===== config.mk =====
export PLATFORM = sky130hd
export DESIGN_NAME = fft_output_reorder
export DESIGN_NICKNAME = d
export VERILOG_FILES = /design/src/rtl/fft_output_reorder.sv
export SDC_FILE = /design/constraint.sdc
export NUM_CORES = 1
export LEC_CHECK = 0
export CORE_UTILIZATION = 50
export CTS_CLUSTER_SIZE = 16
export DETAILED_ROUTE_END_ITERATION = 6
export GPL_ROUTABILITY_DRIVEN = 0
export GPL_TIMING_DRIVEN = 0
export PLACE_DENSITY_LB_ADDON = 0.2
export SLEW_MARGIN = 15
export SYNTH_ARGS = -nofsm -noshare
export SYNTH_HDL_FRONTEND = slang
export SYNTH_SLANG_ARGS = --single-unit

===== constraint.sdc =====
create_clock -name clk -period 8.9 [get_ports clk]
set_input_delay 1.335 -clock clk [delete_from_list [all_inputs] [get_ports clk]]
set_output_delay 1.335 -clock clk [all_outputs]
set_load 0.02 [all_outputs]

===== src/rtl/fft_output_reorder.sv =====
// Output reorder buffer for the 32-point radix-2 MDC FFT.
// Ping-pong banks take bit-reversed sample pairs and emit bins 0..31 serially.
module fft_output_reorder #(
    parameter int WIDTH = 9
) (
    input  logic             clk,
    input  logic             rst,
    input  logic             in_valid,
    output logic             in_ready,
    input  logic [WIDTH-1:0] in_up_re,
    input  logic [WIDTH-1:0] in_up_im,
    input  logic [WIDTH-1:0] in_l_re,
    input  logic [WIDTH-1:0] in_l_im,
    output logic             out_valid,
    input  logic             out_ready,
    output logic [WIDTH-1:0] out_re,
    output logic [WIDTH-1:0] out_im,
    output logic [4:0]       out_idx,
    output logic             out_last
);
    localparam int DW = 2 * WIDTH;

    typedef enum logic [1:0] {
        EMPTY    = 2'd0,
        FILLING  = 2'd1,
        FULL     = 2'd2,
        DRAINING = 2'd3
    } bank_st_e;

    bank_st_e         st_q [2];
    bank_st_e         st_d [2];
    logic             wr_bank_q, wr_bank_d;
    logic [3:0]       wr_cnt_q, wr_cnt_d;
    logic             rd_bank_q, rd_bank_d;
    logic [4:0]       rd_cnt_q, rd_cnt_d;
    logic             out_valid_q, out_valid_d;
    logic [WIDTH-1:0] out_re_q, out_re_d;
    logic [WIDTH-1:0] out_im_q, out_im_d;
    logic [4:0]       out_idx_q, out_idx_d;
    logic             out_last_q, out_last_d;
    logic             out_bank_q, out_bank_d;

    logic [DW-1:0]    mem [2][32];

    logic             beat;
    logic             rd_avail;
    logic             load;
    logic             hs_last;
    logic [3:0]       wr_rev;
    logic [DW-1:0]    rd_word;

    assign wr_rev   = {wr_cnt_q[0], wr_cnt_q[1], wr_cnt_q[2], wr_cnt_q[3]};
    assign in_ready = (st_q[wr_bank_q] == EMPTY) || (st_q[wr_bank_q] == FILLING);
    assign beat     = in_valid && in_ready;
    assign rd_avail = (st_q[rd_bank_q] == FULL) || (st_q[rd_bank_q] == DRAINING);
    assign load     = rd_avail && (!out_valid_q || out_ready);
    assign hs_last  = out_valid_q && out_ready && out_last_q;
    assign rd_word  = mem[rd_bank_q][rd_cnt_q];

    // Storage is left unreset; bank state alone decides what is valid.
    always_ff @(posedge clk) begin
        if (beat) begin
            mem[wr_bank_q][{1'b0, wr_rev}] <= {in_up_re, in_up_im};
            mem[wr_bank_q][{1'b1, wr_rev}] <= {in_l_re, in_l_im};
        end
    end

    always_comb begin
        wr_bank_d   = wr_bank_q;
        wr_cnt_d    = wr_cnt_q;
        rd_bank_d   = rd_bank_q;
        rd_cnt_d    = rd_cnt_q;
        out_valid_d = out_valid_q;
        out_re_d    = out_re_q;
        out_im_d    = out_im_q;
        out_idx_d   = out_idx_q;
        out_last_d  = out_last_q;
        out_bank_d  = out_bank_q;
        for (int b = 0; b < 2; b++) begin
            st_d[b] = st_q[b];
        end

        if (beat) begin
            wr_cnt_d = wr_cnt_q + 4'd1;
            if (wr_cnt_q == 4'd15) begin
                wr_bank_d = ~wr_bank_q;
            end
            st_d[wr_bank_q] = (wr_cnt_q == 4'd15) ? FULL : FILLING;
        end

        if (out_valid_q && out_ready) begin
            out_valid_d = 1'b0;
        end
        // The drained bank is tracked separately since rd_bank has moved on.
        if (hs_last) begin
            st_d[out_bank_q] = EMPTY;
        end

        if (load) begin
            out_valid_d            = 1'b1;
            {out_re_d, out_im_d}   = rd_word;
            out_idx_d              = rd_cnt_q;
            out_last_d             = (rd_cnt_q == 5'd31);
            out_bank_d             = rd_bank_q;
            rd_cnt_d               = rd_cnt_q + 5'd1;
            if (rd_cnt_q == 5'd31) begin
                rd_bank_d = ~rd_bank_q;
            end
            if (st_q[rd_bank_q] == FULL) begin
                st_d[rd_bank_q] = DRAINING;
            end
        end
    end

    always_ff @(posedge clk or posedge rst) begin
        if (rst) begin
            for (int b = 0; b < 2; b++) begin
                st_q[b] <= EMPTY;
            end
            wr_bank_q   <= 1'b0;
            wr_cnt_q    <= 4'd0;
            rd_bank_q   <= 1'b0;
            rd_cnt_q    <= 5'd0;
            out_valid_q <= 1'b0;
            out_re_q    <= '0;
            out_im_q    <= '0;
            out_idx_q   <= 5'd0;
            out_last_q  <= 1'b0;
            out_bank_q  <= 1'b0;
        end else begin
            for (int b = 0; b < 2; b++) begin
                st_q[b] <= st_d[b];
            end
            wr_bank_q   <= wr_bank_d;
            wr_cnt_q    <= wr_cnt_d;
            rd_bank_q   <= rd_bank_d;
            rd_cnt_q    <= rd_cnt_d;
            out_valid_q <= out_valid_d;
            out_re_q    <= out_re_d;
            out_im_q    <= out_im_d;
            out_idx_q   <= out_idx_d;
            out_last_q  <= out_last_d;
            out_bank_q  <= out_bank_d;
        end
    end

    assign out_valid = out_valid_q;
    assign out_re    = out_re_q;
    assign out_im    = out_im_q;
    assign out_idx   = out_idx_q;
    assign out_last  = out_last_q;

endmodule


# Word-level counts from Yosys, hierarchy flattened
# Memories as Yosys holds them, arrays and structs flattened.
# Cells that the tools add are included.
dict set report totals {
  regBits 41
  elab_cells 1241
  ramBits 1152
  memories 1
  output_inout_bits 26
}
# name words word_bits read_ports rd_clocked_by_memory_dff wr line
set mem_list {}
lappend mem_list {mem 2 576 1 0 1 43} ;# logic [DW-1:0] mem [2][32];
dict set report op_classes {
  order_cmp 11
  n_eq_ne 5
  muxes 606
  reduce_logical 17
  add_sub_neg 2
  n_bitwise 587
}
# op count
set op_table {}
lappend op_table {{576-bit two-way mux} 2}
lappend op_table {{1-bit two-way mux} 579}
lappend op_table {{1-bit bitwise OR} 576}
lappend op_table {{18-bit demux with 5-bit select} 2}
lappend op_table {{18-bit binary-select mux with 5-bit select} 1}
lappend op_table {{18-bit two-way mux} 4}
lappend op_table {{2-bit two-way mux} 10}
lappend op_table {{6-bit greater-or-equal comparator, second input constant} 3}
lappend op_table {{4-bit two-way mux} 4}
lappend op_table {{6-bit by 1-bit less-than comparator with 1-bit output, second input constant} 2}
lappend op_table {{5-bit inverter with 6-bit output} 2}
lappend op_table {{1-bit logical AND} 9}
lappend op_table {{2-bit demux with 1-bit select} 3}
lappend op_table {{2-bit greater-or-equal comparator, second input constant} 3}
lappend op_table {{2-bit by 1-bit less-than comparator with 1-bit output, second input constant} 3}
lappend op_table {{1-bit inverter with 2-bit output} 3}
lappend op_table {{4-bit inverter with 6-bit output} 1}
lappend op_table {{5-bit by 1-bit adder with 5-bit output, second input constant} 1}
lappend op_table {{5-bit == test, second input constant} 1}
lappend op_table {{4-bit by 1-bit adder with 4-bit output, second input constant} 1}
lappend op_table {{4-bit bitwise AND} 1}
lappend op_table {{4-bit bitwise mux} 1}
lappend op_table {{2-bit == test, second input constant} 2}
lappend op_table {{4-bit == test, second input constant} 1}
lappend op_table {{other kinds (9)} 13}

# Longest topological paths before layout
dict set report depth {
  ltp_word 13
  mapped_depth 9
  depth_no_buf 5
}

# Least setup slack after synthesis
# No wires, ideal clock.
dict set report synth_path {
  path_type {in2reg}
  from {input in_valid}
  to {memory mem[0][126] (netlist bit) (enable)}
  t_required_ns 8.471
  path_slack_ns 4.799
  path_stages 5
  path_buffers 2
  arrival_time_ns 3.672
  cell_sequence {and2_1 > clkbuf_1 > nand3_1 > clkbuf_1 > nor2_1}
}
dict set report synth_via {
  elab_chain_cells 4
  elab_cells_between_ends 5
  cone_classes {3 x mux; 1 x bitwise; 1 x reduce/logical}
}
# element line
set synth_rtl {}
lappend synth_rtl {{start: declaration} 8} ;# input logic in_valid,
lappend synth_rtl {{1-bit logical AND *} 54} ;# assign beat = in_valid && in_ready;
lappend synth_rtl {{1-bit two-way mux *} 62} ;# if (beat) begin
lappend synth_rtl {{576-bit two-way mux (on tied branches)} {63, 64}}
lappend synth_rtl {{1-bit bitwise OR (no line) *} n/a}
lappend synth_rtl {{end: declaration} 43}
# Mark *: on every way between the ends. The rest lies on a longest branch, timed or not.

# Worst setup path after layout
dict set report layout_path {
  from {input in_valid}
  to {memory mem[1][420] (netlist bit) (enable)}
}
# Same word-level chain as after synthesis.

==> impl_metrics.py <==
metrics = {
    "status": {
        "status": "finished, violations left",
        "failed_checks": "design-rule violations",
    },
    "routing": {
        "wirelength_met1_mm": 57.5,
        "highest_layer": "met5",
        "route.met2.wl_mm": 72.0,
        "vias_per_cell": 6.70,
        "drt_first_pass_iters": 7,
        "wl_per_cell_microns": 37.5,
        "ant_nets": 0,
        "vias": 27800,
        "drt-total-wl_mm": 155,
        "drt_iter0_markers": 3937,
        "drc": 1,
        "wl_met3_mm": 17.9,
    },
    "clock_network": {
        "cts_tree": "built",
        "clock_latency_ps": 720,
        "path_clk_slew_ps": 60,
        "cts_setup_buffers": 0,
        "cts.sinks": 1193,
        "tritoncts.num_buffers": 119,
        "cts_root_buf": "clkbuf_16",
        "clockBufferDepth": 3,
        "htree_num_levels": 3,
        "cts_resized": 0,
        "ctsHoldBuffers": 0,
    },
    "setup_path": {
        "crit_path_max_incr_delay_ps": 840,
        "end_kind": "flip-flop",
        "required_ps": 9300,
        "reg2reg_slack_ps": 4920,
        "critical_path.max_fanout": 20,
        "path_common_cell": "clkbuf_1",
        "path_buf_inv": 4,
        "crit_chain": "clkdlybuf4s50_1 -> and2_1 -> clkbuf_1 -> nand3_1 -> clkbuf_1 -> nor2_4 -> buf_12",
        "rr_worst_depth": 8,
        "crit_type": "in2reg",
        "crit_arrival_ps": 4470,
        "slowest_stage": "nor2_4",
        "timing.rr.end": "out_re[3]$_DFFE_PP0P_",
        "critical-path-top-delay-family": "buffers and inverters",
        "r2r_start": "rd_cnt_q[0]$_DFFE_PP0P_",
        "cp-start-kind": "primary input",
    },
    "sta": {
        "period_needed_ps": 4080,
        "period_share_pct": 45.8,
        "worst-slew-pin-transition_ps": 1230,
        "hold_viol": 0,
        "max_freq_mhz": 245,
        "skew_ps": 18.9,
        "finalMaxSlewViolations": 0,
        "rsz0062_at_grt": "no",
        "slew_headroom_pct": 17.6,
        "setup_viol": 0,
        "fin_setup_tns_ps": 0,
    },
    "floorplanning": {
        "start_util_pct": 50.8,
        "fp.dieH_microns": 316,
        "die-width_microns": 316,
        "core_area_sq_um": 97300,
        "die_area_sq_um": 100000,
        "io_pins": 66,
        "rows": 114,
    },
    "global_routing": {
        "grt_use_total_pct": 31.4,
        "antenna_found_initial": 3,
        "grt_max_degree": 40,
        "grt_pass1_wl_mm": 214,
        "grt_overflow": 0,
        "grt_pass1_vias": 27600,
    },
    "synthesis": {
        "async_flop_share_pct": 3.44,
        "syn_nets": 2561,
        "ys_seq_area_share_pct": 72.1,
        "synth_edf_count": 1152,
        "syn_inst": 2514,
        "synth_area_per_cell_sq_um": 19.7,
        "synth_warnings": 0,
        "synthFlopType": "edfxtp_1",
        "syn_area_sq_um": 49400,
        "synth_cell_types": 49,
        "synth_seq_cells": 1193,
    },
    "pwr": {
        "p_leak_nw": 18.1,
        "power.share.clock_pct": 31.1,
        "swShare_pct": 32.7,
        "p_switching_w": 0.00532,
        "ir_drop_v": 0.000175,
        "p_comb_share_pct": 28.2,
        "power_w": 0.0163,
        "power.density_nw_per_um2": 284,
        "seqPwrFrac_pct": 40.7,
        "p_int_w": 0.0110,
    },
    "placement": {
        "post-dp-hpwl_mm": 106,
        "portBuffers": 65,
    },
    "hold_path": {
        "min_path_cells": 1,
        "hold_end": "out_idx[4]$_DFFE_PP0P_",
        "hold_path_class": "reg2reg",
        "min_from": "out_idx[4]$_DFFE_PP0P_",
    },
    "layout": {
        "finalNetCount": 2815,
        "syn2layout_area_growth_pct": 16.1,
        "drive_above_1_share_pct": 33.2,
    },
    "flow_run": {
        "drv_cap": 0,
    },
}
==> cell type report <==
cell class,instances,area (sq um)
Antenna cell,2,5.00
Buffer,194,933
Clock buffer,167,3290
Clock inverter,56,636
Fill cell,7073,39900
Inverter,9,33.8
Multi-Input combinational cell,1118,13100
Sequential cell,1193,35600
Tap cell,1276,1600
Timing Repair Buffer,133,2160
==> registers in the layout (all words and copies together), names as in the netlist <==
name and count:
out_re 9, out_valid 1, out_last 1, wr_bank_q 1, wr_cnt_q 4, rd_bank_q 1
mem 1152, out_idx 5, out_im 9, rd_cnt_q 5, out_bank_q 1, st_q 4
==> power groups by stage <==
stage               logic [W]  registers (W)  clock network (W)
floorplan             0.00238        0.00674                  0
global placement      0.00429        0.00676                  0
detailed placement    0.00447        0.00674                  0
CTS                   0.00449        0.00663            0.00509
global route          0.00467        0.00665            0.00529
finish                0.00459        0.00664            0.00506
==> worst max-delay path by stage <==
stage | startpoint | endpoint | slack (ps) | cells after the start
floorplan | in_valid | mem[0][126]$_DFFE_PP_ | 4800 | 5
CTS | in_valid | mem[1][418]$_DFFE_PP_ | 4980 | 7
finish | in_valid | mem[1][420]$_DFFE_PP_ | 4820 | 7
global route | in_valid | mem[1][418]$_DFFE_PP_ | 4730 | 7
detailed placement | in_valid | mem[1][422]$_DFFE_PP_ | 4230 | 7
global placement | in_valid | mem[0][569]$_DFFE_PP_ | 1310 | 6
==> worst reg2reg max path: stages, from the launching register on <==
cell	delay (ps)
dfrtp_1	500
buf_2	400
buf_2	390
buf_1	940
mux4_2	440
nand2_1	80
o211ai_1	420
a32oi_1	490
o21ai_1	150
==> logic make-up after synthesis <==
family / share of synthesized area (%)
AO/OA/AOI/OAI: 3.87
XOR/XNOR: 0.142
adder cells (fa/ha/maj): 0.177
buffers and inverters: 1.95
flip-flops: 72.1
multiplexers: 20.6
AND/OR/NAND/NOR: 1.19
==> layout by cell type (no fill, tap or decap), types with 17 or more instances in the layout <==
| cell | Yosys | final |
|---|---|---|
| nand2_1 | 47 | 47 |
| o221ai_1 | 32 | 32 |
| nor2_4 | 0 | 32 |
| clkinv_2 | 0 | 18 |
| clkbuf_16 | 0 | 121 |
| o22ai_1 | 35 | 35 |
| o211ai_1 | 20 | 20 |
| o21ai_0 | 22 | 22 |
| dfrtp_1 | 41 | 41 |
| buf_12 | 0 | 36 |
| a221oi_1 | 17 | 17 |
| nand3_1 | 22 | 22 |
| clkbuf_1 | 102 | 138 |
| edfxtp_1 | 1152 | 1152 |
| a221o_1 | 30 | 30 |
| a32oi_1 | 17 | 17 |
| clkdlybuf4s50_1 | 0 | 47 |
| mux4_2 | 204 | 204 |
| buf_2 | 60 | 79 |
| a21oi_1 | 17 | 17 |
| mux2_2 | 371 | 371 |
| mux2i_1 | 140 | 140 |
| buf_16 | 0 | 32 |
==> Yosys cell counts, drive strengths merged, types with 2 or more instances <==
cell	n	share of area [%]
mux4	204	9.3
a21oi	17	0.17
and3	2	0.025
mux2	371	8.5
edfxtp	1152	70
a22oi	2	0.030
a221o	30	0.61
a2111oi	2	0.035
a221oi	17	0.30
nand2b	3	0.038
o21ai	37	0.37
clkbuf	102	0.77
o31ai	2	0.030
o211ai	20	0.30
a211oi	16	0.24
and2	4	0.051
mux2i	140	2.8
o221a	2	0.046
nand2	47	0.36
nor2	41	0.31
inv	8	0.061
buf	92	1.1
o221ai	32	0.57
o21a	15	0.23
xnor2	7	0.12
nand3	22	0.22
nor3b	2	0.030
dfrtp	41	2.1
ha	7	0.18
a31oi	5	0.063
a211o	3	0.053
a32oi	17	0.30
o22ai	35	0.44
nor2b	6	0.076
==> per-stage QoR <==
stage                     setup slack [ps]  instances  hold WS, ps  cell area [sq um]  utilization (%)
after CTS                             4980       4146          484              57300             59.0
final                                 4820       4148          479              57300             59.0
after global routing                  4730       4146          520              57300             58.9
after floorplan                       4800       2514          459              49400                -
after global placement                1310       3855          462              51700             53.1
after detailed placement              4230       3923          470              53400             54.9
==> routing by layer <==
layer | GRT usage (%) | vias up
met3 | 8.40 | 406
met4 | 13.5 | 4
met1 | 42.0 | 14600
li1 | - | 10900
met5 | 0 | -
met2 | 48.8 | 1875
Power figures use the tool's default switching activity.
